===== config.mk =====
export PLATFORM = sky130hd
export DESIGN_NAME = fifo_rd_stream
export DESIGN_NICKNAME = d
export VERILOG_FILES = /design/src/rtl/fifo_pkg.sv /design/src/rtl/fifo_rd_skid.sv /design/src/rtl/fifo_rd_stream.sv
export SDC_FILE = /design/constraint.sdc
export NUM_CORES = 1
export LEC_CHECK = 0
export BUFFER_PORTS_ARGS = -buffer_cell sky130_fd_sc_hd__buf_4
export CAP_MARGIN = 30
export CORE_ASPECT_RATIO = 0.8
export CORE_MARGIN = 2
export CORE_UTILIZATION = 46
export DETAILED_ROUTE_END_ITERATION = 6
export PLACE_DENSITY = 0.72
export SLEW_MARGIN = 5
export SYNTH_ARGS = -nofsm -noshare
export SYNTH_HDL_FRONTEND = slang
export SYNTH_HIERARCHICAL = 1
export SYNTH_SLANG_ARGS = --single-unit

===== constraint.sdc =====
create_clock -name rclk -period 2.6 [get_ports rclk]
set_clock_uncertainty 0.2 [all_clocks]
set_input_delay 0.13 -clock rclk [delete_from_list [all_inputs] [get_ports rclk]]
set_output_delay 0.13 -clock rclk [all_outputs]
set_load 0.05 [all_outputs]

===== src/rtl/fifo_pkg.sv =====
// Shared definitions for the FIFO read-side streaming blocks.
package fifo_pkg;
   localparam int unsigned WSIZE_DEF = 16;

   typedef enum logic [1:0] {
      EMPTY = 2'd0,
      ONE   = 2'd1,
      FULL  = 2'd2
   } buf_state_t;
endpackage


===== src/rtl/fifo_rd_skid.sv =====
// Two-entry output buffer (head/tail) carrying a data word plus its burst-last tag.
module fifo_rd_skid
   import fifo_pkg::*;
#(
   parameter int unsigned WSIZE = WSIZE_DEF
)
(
   input  logic             clk,
   input  logic             rst,
   input  logic             i_push,
   input  logic [WSIZE-1:0] i_push_data,
   input  logic             i_push_last,
   input  logic             i_ready,
   output logic             o_valid,
   output logic [WSIZE-1:0] o_data,
   output logic             o_last,
   output logic             o_full
);
   buf_state_t       r_state;
   logic [WSIZE-1:0] r_head_data;
   logic [WSIZE-1:0] r_tail_data;
   logic             r_head_last;
   logic             r_tail_last;
   logic             w_pop;

   assign w_pop   = (r_state != EMPTY) && i_ready;
   assign o_valid = (r_state != EMPTY);
   assign o_full  = (r_state == FULL);
   assign o_data  = r_head_data;
   assign o_last  = r_head_last;

   always_ff @(posedge clk) begin
      if (rst) begin
         r_state     <= EMPTY;
         r_head_data <= '0;
         r_tail_data <= '0;
         r_head_last <= 1'b0;
         r_tail_last <= 1'b0;
      end else begin
         case (r_state)
            EMPTY: begin
               if (i_push) begin
                  r_head_data <= i_push_data;
                  r_head_last <= i_push_last;
                  r_state     <= ONE;
               end
            end
            ONE: begin
               case ({i_push, w_pop})
                  2'b11: begin
                     r_head_data <= i_push_data;
                     r_head_last <= i_push_last;
                  end
                  2'b10: begin
                     r_tail_data <= i_push_data;
                     r_tail_last <= i_push_last;
                     r_state     <= FULL;
                  end
                  2'b01:   r_state <= EMPTY;
                  default: ;
               endcase
            end
            FULL: begin
               // Head advances from tail; a concurrent push refills the tail in the same edge.
               if (w_pop) begin
                  r_head_data <= r_tail_data;
                  r_head_last <= r_tail_last;
                  if (i_push) begin
                     r_tail_data <= i_push_data;
                     r_tail_last <= i_push_last;
                  end else begin
                     r_state <= ONE;
                  end
               end
            end
            default: r_state <= EMPTY;
         endcase
      end
   end
endmodule


===== src/rtl/fifo_rd_stream.sv =====
// Converts a show-ahead FIFO read port into a valid/ready stream with burst-last tagging.
// Optional statistics outputs pop_cnt/stall_cnt are enabled by FIFO_RD_STREAM_STATS_EN.
module fifo_rd_stream
   import fifo_pkg::*;
#(
   parameter int unsigned WSIZE     = WSIZE_DEF,
   parameter int unsigned BURST_LEN = 4
)
(
   input  logic             rclk,
   input  logic             rrst,
   input  logic             rempty,
   input  logic [WSIZE-1:0] rdata,
   output logic             rinc,
   output logic             out_valid,
   input  logic             out_ready,
   output logic [WSIZE-1:0] out_data,
   output logic             out_last
`ifdef FIFO_RD_STREAM_STATS_EN
   ,
   output logic [31:0]      pop_cnt,
   output logic [31:0]      stall_cnt
`endif
);
   localparam int unsigned    CW       = $clog2(BURST_LEN) + 1;
   localparam logic [CW-1:0]  LAST_IDX = CW'(BURST_LEN - 1);

   logic [CW-1:0] r_burst_cnt;
   logic          w_full;
   logic          w_last;

   assign w_last = (r_burst_cnt == LAST_IDX);
   assign rinc   = !rrst && !rempty && (!w_full || (out_valid && out_ready));

   always_ff @(posedge rclk) begin
      if (rrst) begin
         r_burst_cnt <= '0;
      end else if (rinc) begin
         r_burst_cnt <= w_last ? '0 : r_burst_cnt + 1'b1;
      end
   end

   fifo_rd_skid #(
      .WSIZE (WSIZE)
   ) u_skid (
      .clk         (rclk),
      .rst         (rrst),
      .i_push      (rinc),
      .i_push_data (rdata),
      .i_push_last (w_last),
      .i_ready     (out_ready),
      .o_valid     (out_valid),
      .o_data      (out_data),
      .o_last      (out_last),
      .o_full      (w_full)
   );

`ifdef FIFO_RD_STREAM_STATS_EN
   logic [31:0] r_pop_cnt;
   logic [31:0] r_stall_cnt;

   always_ff @(posedge rclk) begin
      if (rrst) begin
         r_pop_cnt   <= '0;
         r_stall_cnt <= '0;
      end else begin
         if (rinc)                    r_pop_cnt   <= r_pop_cnt + 32'd1;
         if (out_valid && !out_ready) r_stall_cnt <= r_stall_cnt + 32'd1;
      end
   end

   assign pop_cnt   = r_pop_cnt;
   assign stall_cnt = r_stall_cnt;
`endif
endmodule


==> results_dict.tcl, run 1 <==
set metrics [dict create \
    grt_pass1_wl_microns 7600 \
    seqPwrFrac 0.476 \
    cts_max_path_buffers 2 \
    power_switching_w 0.000419 \
    tightest_slew_ns 0.750 \
    numPortBuffers 38 \
    antenna_found_initial 0 \
    synth_cells 194 \
    first_global_vias 1553 \
    synth_adder_area_share 0.0134 \
    worstPathRequired_ns 2.59 \
    drt_pass1_iterations 4 \
    hold_class "primary input to flop" \
    vias 1680 \
    area_delta_synth_final_pct 34.6 \
    finalCritPeriodShare 0.884 \
    synth-main-ff-cell "dfxtp_1" \
    syn_area_sq_um 1870 \
    powerDensity_nw_per_um2 545 \
    status "complete, no violations" \
    dieHeight_microns 61.1 \
    relSlewSlack 0.500 \
    cts_max_level 2 \
    syn_nets 216 \
    synth_compound_area_frac 0.281 \
    post_cts_buffers 0 \
    drc_errors 0 \
    grt_overflow 0 \
    netlist.area_leader.share 0.417 \
    yosysMostFrequentCell "dfxtp_1" \
    synth_xor_xnor_area_share 0 \
    postSynthAreaPerCell_sq_um 9.66 \
    cp.arrival_ns 2.28 \
    slowest_stage "dfxtp_1" \
    ys_ff_latch 39 \
    cts-resized-gates 0 \
    combPwrFrac 0.241 \
    leakage_nw 1.06 \
    yosys.area_share.simple 0.109 \
    path_cells "nand2b_4, inv_2, a211oi_4, nor2b_1, buf_4, a211oi_1, a211oi_1" \
    finalMaxSlewViolations 0 \
    ant_nets 0 \
    final.min_clock_period_ns 2.30 \
    worst_ir_drop_vdd_mv 0.353 \
    synth-async-reset-ratio 0 \
    drv_cap 0 \
    internal_power_w 0.000957 \
    cpMostUsedCell "a211oi_1" \
    setup.worst_path.end_class "flop" \
    synth_edf_count 0 \
    rsz0062_at_grt "false" \
    grt_max_degree 41 \
    track_usage 0.222 \
    cts_made_buffers 5 \
    nNetsFinal 267 \
    cts_root_buf "clkbuf_8" \
    setup_violations 0 \
    gp_congestion 0.766 \
    yosys-top-cells-area "dfxtp_1 (42%), mux2i_1 (9.6%), a211oi_1 (9.6%), a211oi_2 (6.7%), a21oi_1 (4.8%)" \
    viasPerCell 5.58 \
    synth_top_family_by_area "compound AO/OA/AOI/OAI gates" \
    r2r_slack_ns 0.30 \
    yosysWarnings 6 \
    hpwl_microns 3080 \
    drive_above_1_share 0.350 \
    die-area_sq_um 4600 \
    fin_ws_ns 0.302 \
    critPathMaxStageDelay_ns 0.48 \
    fin_tns_setup_ns 0 \
    synthTopCellsByCount "dfxtp_1 (39), a211oi_1 (24), a21oi_1 (18), mux2i_1 (18)" \
    swShare 0.305 \
    yosysSeqAreaShare 0.417 \
    std_cell_rows 20 \
    yosysTopAreaCell "dfxtp_1" \
    yosys-mux-area-fraction 0.108 \
    antenna_cells 0 \
    clock_sinks 39 \
    clk_latency_ns 0.29 \
    pin_count 39 \
    hold_viol 0 \
    dp_slack_ns 0.422 \
    whs_ns 0.0926 \
    core_area_sq_um 3850 \
    pwr-share-clk 0.282 \
    start_kind "flop" \
    criticalPathCategory "flop to flop" \
    ys_types 32 \
    wl_per_cell_microns 16.1 \
    routed_wl_microns 4840 \
    drt_iter0_markers 127 \
    fmax_ghz 0.435 \
    start_util 0.486 \
    cts_tree "yes" \
    critPathMaxFanout 10 \
    fillers 327 \
    clkTransAtPathRegs_ns 0.07 \
    die_x_microns 75.4 \
]
## flip-flops by register name (all words and copies together), names as in the netlist
signal              cells
u_skid/r_tail_last      1
u_skid/r_tail_data     16
r_burst_cnt             3
u_skid/o_data          16
u_skid/o_last           1
u_skid/r_state          2
## worst max-delay path, delay by kind of cell (launching register included)
| kind | cells | cell delay [ns] |
|---|---|---|
| buf+inv | 2 | 0.25 |
| flops | 1 | 0.48 |
| compound gates | 3 | 0.75 |
| simple gates | 2 | 0.49 |
## cells in the final DEF (no fill, tap or decap), types with 2 or more instances in the layout
cell type,count
buf_4,49
dfxtp_1,38
a211oi_1,24
a21oi_1,18
mux2i_1,18
dlygate4sd3_1,17
o21ai_0,17
a211oi_2,10
nand3_2,10
nand3_1,7
clkbuf_8,5
nor2b_1,4
mux2_2,2
nor2_1,2
nand2b_1,2
clkbuf_1,2
and3b_1,2
inv_1,2
## cell type report
type	count	area (sq um)	area share
repair buffers	66	538	0.213
clock inverters	1	5.00	0.00198
flip-flops and latches	39	782	0.310
multi-input cells	130	1040	0.413
clock buffers	7	76.3	0.0303
well taps	55	68.8	0.0273
inverters	3	11.3	0.00446
## per-stage QoR
stage	utilization	instance area [sq um]	instances	power [W]
final	0.655	2520	301	0.00138
after global routing	0.655	2520	301	0.00144
after CTS	0.655	2520	301	0.00139
after detailed placement	0.589	2270	276	0.000978
after global placement	0.589	2270	276	0.000968
after floorplan	-	2000	194	0.000887
## power groups by stage
| stage | logic (W) | registers (W) | clock network [W] |
|---|---|---|---|
| final | 0.000332 | 0.000655 | 0.000388 |
| after global placement | 0.000302 | 0.000666 | 0 |
| after CTS | 0.000331 | 0.000655 | 0.000400 |
| after global routing | 0.000352 | 0.000659 | 0.000426 |
| after detailed placement | 0.000310 | 0.000668 | 0 |
| after floorplan | 0.000148 | 0.000740 | 0 |
## worst paths after layout
path                                        from                             end  cells past startpoint
setup / recovery  u_skid/r_state[0]$_SDFFE_PP0P_   u_skid/o_data[7]$_SDFFE_PP0P_                      7
hold / removal                              rrst  u_skid/r_state[0]$_SDFFE_PP0P_                      2
setup reg to reg  u_skid/r_state[0]$_SDFFE_PP0P_   u_skid/o_data[7]$_SDFFE_PP0P_                      7
hold reg to reg      r_burst_cnt[2]$_SDFFE_PP0P_     r_burst_cnt[2]$_SDFFE_PP0P_                      2
## cell families after synthesis
kind of cell | Yosys count
adders and majority gates | 2
buffers and inverters | 25
DFF | 39
muxes | 20
AOI/OAI and AO/OA | 73
and+or+nand+nor | 35
## routing by layer
metal | wire length [microns] | global-route usage
met5 | 0 | 0
met1 | 2190 | 0.305
met4 | 53 | 0.0852
met3 | 208 | 0.0426
met2 | 2390 | 0.349
## repair_timing
action / CTS / global route
setup endpoints to repair: 0 / 0
endpoints found under the hold margin: 17 / 0
hold buffers: 17 / 0
Power figures use the tool's default switching activity.
==> run 2, diff against run 1 <==
--- a/config.mk
+++ b/config.mk
@@ -5,13 +5,15 @@
 export SDC_FILE = /design/constraint.sdc
 export NUM_CORES = 1
 export LEC_CHECK = 0
+export ABC_AREA = 1
 export BUFFER_PORTS_ARGS = -buffer_cell sky130_fd_sc_hd__buf_4
 export CAP_MARGIN = 30
 export CORE_ASPECT_RATIO = 0.8
 export CORE_MARGIN = 2
 export CORE_UTILIZATION = 46
+export CTS_CLUSTER_SIZE = 24
 export DETAILED_ROUTE_END_ITERATION = 6
-export PLACE_DENSITY = 0.72
+export PLACE_DENSITY = 0.71
 export SLEW_MARGIN = 5
 export SYNTH_ARGS = -nofsm -noshare
 export SYNTH_HDL_FRONTEND = slang
==> run 2 against run 1 <==
Against the previous run:
- sequential power up 7.8%
- combinational power is 72% higher
- critical path type unchanged
- total power rose by 31%
- clock power rose by 34%
- wire length shrank 14%
- area after synthesis rose by 4.0%
- largest cell class unchanged
- die area is 3.8% higher
- first-iteration DRC count rose by 39%
- critical endpoint is now u_skid/r_tail_data[14]$_SDFFE_PP0P_
- fmax grew 1.8%
- count of clock-buffer cells in the layout shrank 1
- global-route usage is 3.4 points lower
- critical path depth is 4 higher
==> results_dict.tcl, run 2 <==
set metrics [dict create \
    tightest_slew_ns 0.667 \
    std_cell_rows 21 \
    path_cells "nor2_1, inv_2, nand2_1, nand2_2, nand2_2, inv_1, ha_1, nand2_2, nand3_1, nand2_1, nor2_1" \
    cp.arrival_ns 2.24 \
    ys_types 20 \
    track_usage 0.188 \
    multi_input_area_sq_um 908 \
    hold_viol 0 \
    finalMaxSlewViolations 0 \
    nNetsFinal 380 \
    grt_pass1_wl_microns 7360 \
    fmax_ghz 0.443 \
    setup_violations 0 \
    start_kind "flop" \
    yosys-top-cells-area "dfxtp_1 (40%), nand2_1 (16%), nor2_1 (11%), inv_1 (8.1%), nand3_1 (5.1%)" \
    vias 1929 \
    criticalPathCategory "flop to flop" \
    powerDensity_nw_per_um2 710 \
    synthTopCellsByCount "nand2_1 (82), nor2_1 (56), inv_1 (42), dfxtp_1 (39), nand3_1 (20)" \
    regArea_sq_um 781 \
    grt_max_degree 35 \
    hold_class "primary input to flop" \
    post_cts_buffers 0 \
    gp_congestion 0.823 \
    syn_area_sq_um 1950 \
    fin_tns_setup_ns 0 \
    layout_commonest_cell "nand2_1" \
    critPathMaxFanout 34 \
    rr_worst_depth 11 \
    grt_overflow 0 \
    synth_edf_count 0 \
    yosysWarnings 6 \
    start_util 0.473 \
    whs_ns 0.0658 \
    yosysSeqAreaShare 0.401 \
    postSynthAreaPerCell_sq_um 6.33 \
    worst_ir_drop_vdd_mv 0.411 \
    drt_iter0_markers 176 \
    yosysTopAreaCell "dfxtp_1" \
    drv_cap 0 \
    ys_ff_latch 39 \
    syn_nets 330 \
    drt_pass1_iterations 4 \
    antenna_found_initial 0 \
    wl_per_cell_microns 10.0 \
    cts_made_buffers 5 \
    cts_tree "yes" \
    netlist.area_leader.share 0.401 \
    antenna_cells 0 \
    relSlewSlack 0.555 \
    mostFrequentLayoutCells "nand2_1 (82), nor2_1 (56), inv_1 (42)" \
    cts_max_level 2 \
    die_x_microns 76.8 \
    viasPerCell 4.64 \
    instances_no_fill 416 \
    critPathMaxStageDelay_ns 0.46 \
    cts_max_path_buffers 2 \
    worstPathRequired_ns 2.58 \
    status "complete, no violations" \
    min_delay_path_depth 5 \
    area_delta_synth_final_pct 29.8 \
    yosysMostFrequentCell "nand2_1" \
    clkTransAtPathRegs_ns 0.08 \
    slowest_stage "nand2_2" \
    synth-async-reset-ratio 0 \
    rsz0062_at_grt "false" \
    clk_latency_ns 0.29 \
    numPortBuffers 38 \
    ant_nets 0 \
    leakage_nw 1.34 \
    setup.worst_path.end_class "flop" \
    pin_count 39 \
    drc_errors 0 \
    cpMostUsedCell "nand2_2" \
    synth-main-ff-cell "dfxtp_1" \
    postCtsHoldBufs 18 \
    drive_above_1_share 0.167 \
    hpwl_microns 2570 \
    final.min_clock_period_ns 2.26 \
    cts-resized-gates 0 \
    clock_sinks 39 \
    first_global_vias 1699 \
    die-area_sq_um 4780 \
    dieHeight_microns 62.2 \
    finalCritPeriodShare 0.868 \
    core_area_sq_um 4130 \
    dp.cells 390 \
    routed_wl_microns 4170 \
    fillers 397 \
    cts_root_buf "clkbuf_8" \
    synth_cells 308 \
]
[run 2: cell count changes in the layout (fill, tap and decap cells not counted), sizes merged, moves of 3 or more]
cell    before  now
inv          3   45
a211oi      35    0
nor2b        4    0
nand3       17   21
buf         49   40
nand2        2   87
mux2i       18    0
nor2         2   59
nand2b       3    0
[run 2: per-layer routing]
metal	part of all wire	wire, microns	track usage
met1	0.50	2070	0.241
met2	0.44	1840	0.308
met3	0.052	218	0.0451
met4	0.012	48	0.0682
met5	0	0	0
[run 2: worst paths after layout]
path,slack (ns),start,end
worst min-delay path,0.07,out_ready,u_skid/r_state[1]$_SDFFE_PP0P_
worst max register to register,0.34,u_skid/r_state[1]$_SDFFE_PP0P_,u_skid/r_tail_data[14]$_SDFFE_PP0P_
worst max-delay path,0.34,u_skid/r_state[1]$_SDFFE_PP0P_,u_skid/r_tail_data[14]$_SDFFE_PP0P_
worst min register to register,0.31,u_skid/o_data[5]$_SDFFE_PP0P_,u_skid/o_data[5]$_SDFFE_PP0P_
[run 2: layout make-up]
type | count | area share
Sequential cell | 39 | 0.308
Clock inverter | 2 | 0.0138
Inverter | 46 | 0.0682
Tap cell | 57 | 0.0282
Clock buffer | 6 | 0.0326
Timing Repair Buffer | 58 | 0.190
Multi-Input combinational cell | 208 | 0.359
[run 2: logic make-up after synthesis]
| kind of cell | share of synthesized area |
|---|---|
| AO/OA/AOI/OAI | 0.0963 |
| adder cells (fa/ha/maj) | 0.0128 |
| buffers and inverters | 0.133 |
| flip-flops | 0.401 |
| AND/OR/NAND/NOR | 0.357 |
[run 2: worst max-delay path, delay by kind of cell, from the launching register on]
kind,cells,cell delay (ns)
fa+ha+maj,1,0.21
flops,1,0.37
simple gates,8,1.21
buf+inv,2,0.17
[run 2: stage by stage]
stage / instance area [sq um] / utilization / power, W / setup slack [ns]
6_report: 2530 / 0.614 / 0.00180 / 0.343
5_1_grt: 2530 / 0.614 / 0.00192 / 0.107
4_1_cts: 2530 / 0.614 / 0.00182 / 0.353
3_5_place_dp: 2230 / 0.541 / 0.00127 / 0.388
3_3_place_gp: 2230 / 0.541 / 0.00126 / 0.464
2_1_floorplan: 1950 / - / 0.00114 / 0.236
[run 2: report_power, final]
part / internal (W) / total [W] / switching (W)
clock: 0.000311 / 0.000521 / 0.000210
sequential: 0.000670 / 0.000706 / 0.0000365
combinational: 0.000193 / 0.000570 / 0.000377
==> run 3, diff against run 2 <==
--- a/config.mk
+++ b/config.mk
@@ -13,7 +13,8 @@
 export CORE_UTILIZATION = 46
 export CTS_CLUSTER_SIZE = 24
 export DETAILED_ROUTE_END_ITERATION = 6
-export PLACE_DENSITY = 0.71
+export MAX_ROUTING_LAYER = met4
+export PLACE_DENSITY = 0.7
 export SLEW_MARGIN = 5
 export SYNTH_ARGS = -nofsm -noshare
 export SYNTH_HDL_FRONTEND = slang
==> run 3 against run 2 <==
Against the previous run:
- setup slack improved by 0.038 ns
- largest cell class unchanged
- via count shrank 4.5%
- highest routed layer unchanged
- sequential share of layout area rose by 0.31 points
==> results_dict.tcl, run 3 (synthesized netlist as in run 2, its figures left out) <==
set metrics [dict create \
    setup_violations 0 \
    swShare 0.356 \
    grt_use_met3 0.0494 \
    critPathMaxStageDelay_ns 0.44 \
    worstPathRequired_ns 2.58 \
    gp_congestion 0.833 \
    drt_pass1_iterations 4 \
    powerDensity_nw_per_um2 684 \
    worst_ir_drop_vdd_mv 0.332 \
    cts_max_level 2 \
    clock_sinks 39 \
    drive_above_1_share 0.162 \
    relSlewSlack 0.385 \
    dieHeight_microns 62.2 \
    critPathMaxFanout 34 \
    status "complete, no violations" \
    combPwrFrac 0.328 \
    fmax_ghz 0.451 \
    criticalPathCategory "flop to flop" \
    dp_slack_ns 0.386 \
    fin_tns_setup_ns 0 \
    place_area_sq_um 2230 \
    leakage_nw 1.32 \
    std_cell_rows 21 \
    internal_power_w 0.00110 \
    grt_pass1_wl_microns 6780 \
    r2r_slack_ns 0.38 \
    vias 1842 \
    die-area_sq_um 4780 \
    cts_root_buf "clkbuf_8" \
    mostFrequentLayoutCells "nand2_1 (82), nor2_1 (56), inv_1 (42)" \
    cts_tree "yes" \
    r2r_start "u_skid/r_state[1]$_SDFFE_PP0P_" \
    clkTransAtPathRegs_ns 0.08 \
    hold_viol 0 \
    track_usage 0.177 \
    die_x_microns 76.8 \
    wl_per_cell_microns 9.27 \
    tightest_slew_ns 0.916 \
    power_switching_w 0.000610 \
    hpwl_microns 2380 \
    grt-busiest-layer "met2" \
    clk_latency_ns 0.29 \
    hold_class "primary input to flop" \
    pwr-share-clk 0.261 \
    core_area_sq_um 4130 \
    fin_area_sq_um 2510 \
    rsz0062_at_grt "false" \
    seqPwrFrac 0.411 \
    grt_use_met1 0.213 \
    pin_count 39 \
    grt_overflow 0 \
    drv_cap 0 \
    layout_commonest_cell "nand2_1" \
    grt_max_degree 35 \
    setup.worst_path.end_class "flop" \
    cpMostUsedCell "nand2_2" \
    hp-start "out_ready" \
    cts_max_path_buffers 2 \
    drt_iter0_markers 123 \
    drc_errors 0 \
    start_util 0.473 \
    rr_worst_depth 11 \
    fin_ws_ns 0.381 \
    viasPerCell 4.44 \
    whs_ns 0.0618 \
    cts_made_buffers 5 \
    use_met2 0.294 \
    min_delay_path_depth 5 \
    start_kind "flop" \
    finalCritPeriodShare 0.853 \
    nNetsFinal 379 \
    area_delta_synth_final_pct 28.6 \
    antenna_found_initial 0 \
    finalMaxSlewViolations 0 \
    fillers 407 \
    path_cells "nor2_1, inv_2, nand2_1, nand2_2, nand2_2, inv_1, ha_1, nand2_2, nand3_1, nand2_1, nor2_1" \
    numPortBuffers 38 \
    r2r-end "u_skid/r_tail_data[1]$_SDFFE_PP0P_" \
    final.min_clock_period_ns 2.22 \
    cp.arrival_ns 2.20 \
    antenna_cells 0 \
    first_global_vias 1588 \
    slowest_stage "nand2_2" \
    min_delay_worst_endpoint "r_burst_cnt[1]$_SDFFE_PP0P_" \
    ant_nets 0 \
    routed_wl_microns 3850 \
]
[run 3: cell types whose count changed in the layout (fill, tap and decap cells not counted), sizes merged]
cell | before | now
buf | 40 | 39
bufinv | 1 | 0
clkbuf | 6 | 8
clkinv | 2 | 1
[run 3: per-stage QoR]
stage | total power (W) | std cells | utilization
after floorplan | 0.00114 | 308 | -
after global placement | 0.00126 | 389 | 0.540
after detailed placement | 0.00126 | 389 | 0.540
after CTS | 0.00173 | 415 | 0.608
after global routing | 0.00183 | 415 | 0.608
final | 0.00171 | 415 | 0.608
[run 3: area by class of cell]
class / instances / area, sq um / area share
multi-input combinational: 208 / 908 / 0.362
sequential: 39 / 781 / 0.312
timing repair buffer: 57 / 473 / 0.189
inverter: 46 / 173 / 0.0689
clock buffer: 8 / 100 / 0.0399
tap: 57 / 71.3 / 0.0285
[run 3: worst max path at each step]
| stage | startpoint | to | slack (ns) | cells after the start |
|---|---|---|---|---|
| 6_report | u_skid/r_state[1]$_SDFFE_PP0P_ | u_skid/r_tail_data[1]$_SDFFE_PP0P_ | 0.38 | 11 |
| 5_1_grt | u_skid/r_state[1]$_SDFFE_PP0P_ | u_skid/r_tail_data[8]$_SDFFE_PP0P_ | 0.13 | 11 |
| 4_1_cts | u_skid/r_state[1]$_SDFFE_PP0P_ | u_skid/r_tail_data[11]$_SDFFE_PP0P_ | 0.37 | 11 |
| 3_5_place_dp | u_skid/r_state[1]$_SDFFE_PP0P_ | u_skid/r_tail_data[11]$_SDFFE_PP0P_ | 0.39 | 11 |
| 3_3_place_gp | u_skid/r_state[1]$_SDFFE_PP0P_ | u_skid/r_tail_data[14]$_SDFFE_PP0P_ | 0.46 | 11 |
| 2_1_floorplan | u_skid/r_state[1]$_SDFFE_PP0P_ | u_skid/r_tail_data[10]$_SDFFE_PP0P_ | 0.24 | 11 |
[run 3: layer usage]
metal / wire length, microns / share of wire / vias up
met5: 0 / 0 / -
met3: 219 / 0.057 / 2
li1: - / - / 1029
met4: 18 / 0.0047 / 0
met1: 1900 / 0.49 / 772
met2: 1710 / 0.44 / 39
[run 3: repair_timing]
item                                   4_1_cts  5_1_grt
hold buffers                                18        0
gates resized for setup                      0        0
endpoints found under the hold margin       28        0
setup buffers                                0        0
[run 3: power groups by stage]
stage | Clock (W) | Combinational (W) | Sequential, W
final | 0.000447 | 0.000563 | 0.000704
after global routing | 0.000493 | 0.000628 | 0.000713
after CTS | 0.000463 | 0.000566 | 0.000704
after detailed placement | 0 | 0.000543 | 0.000718
after global placement | 0 | 0.000539 | 0.000717
after floorplan | 0 | 0.000288 | 0.000848
[run 3: critical path, delay by kind of cell, from the launching register on]
kind / cells / cell delay (ns)
and+or+nand+nor: 8 / 1.15
DFF: 1 / 0.37
adders and majority gates: 1 / 0.21
buffers and inverters: 2 / 0.15
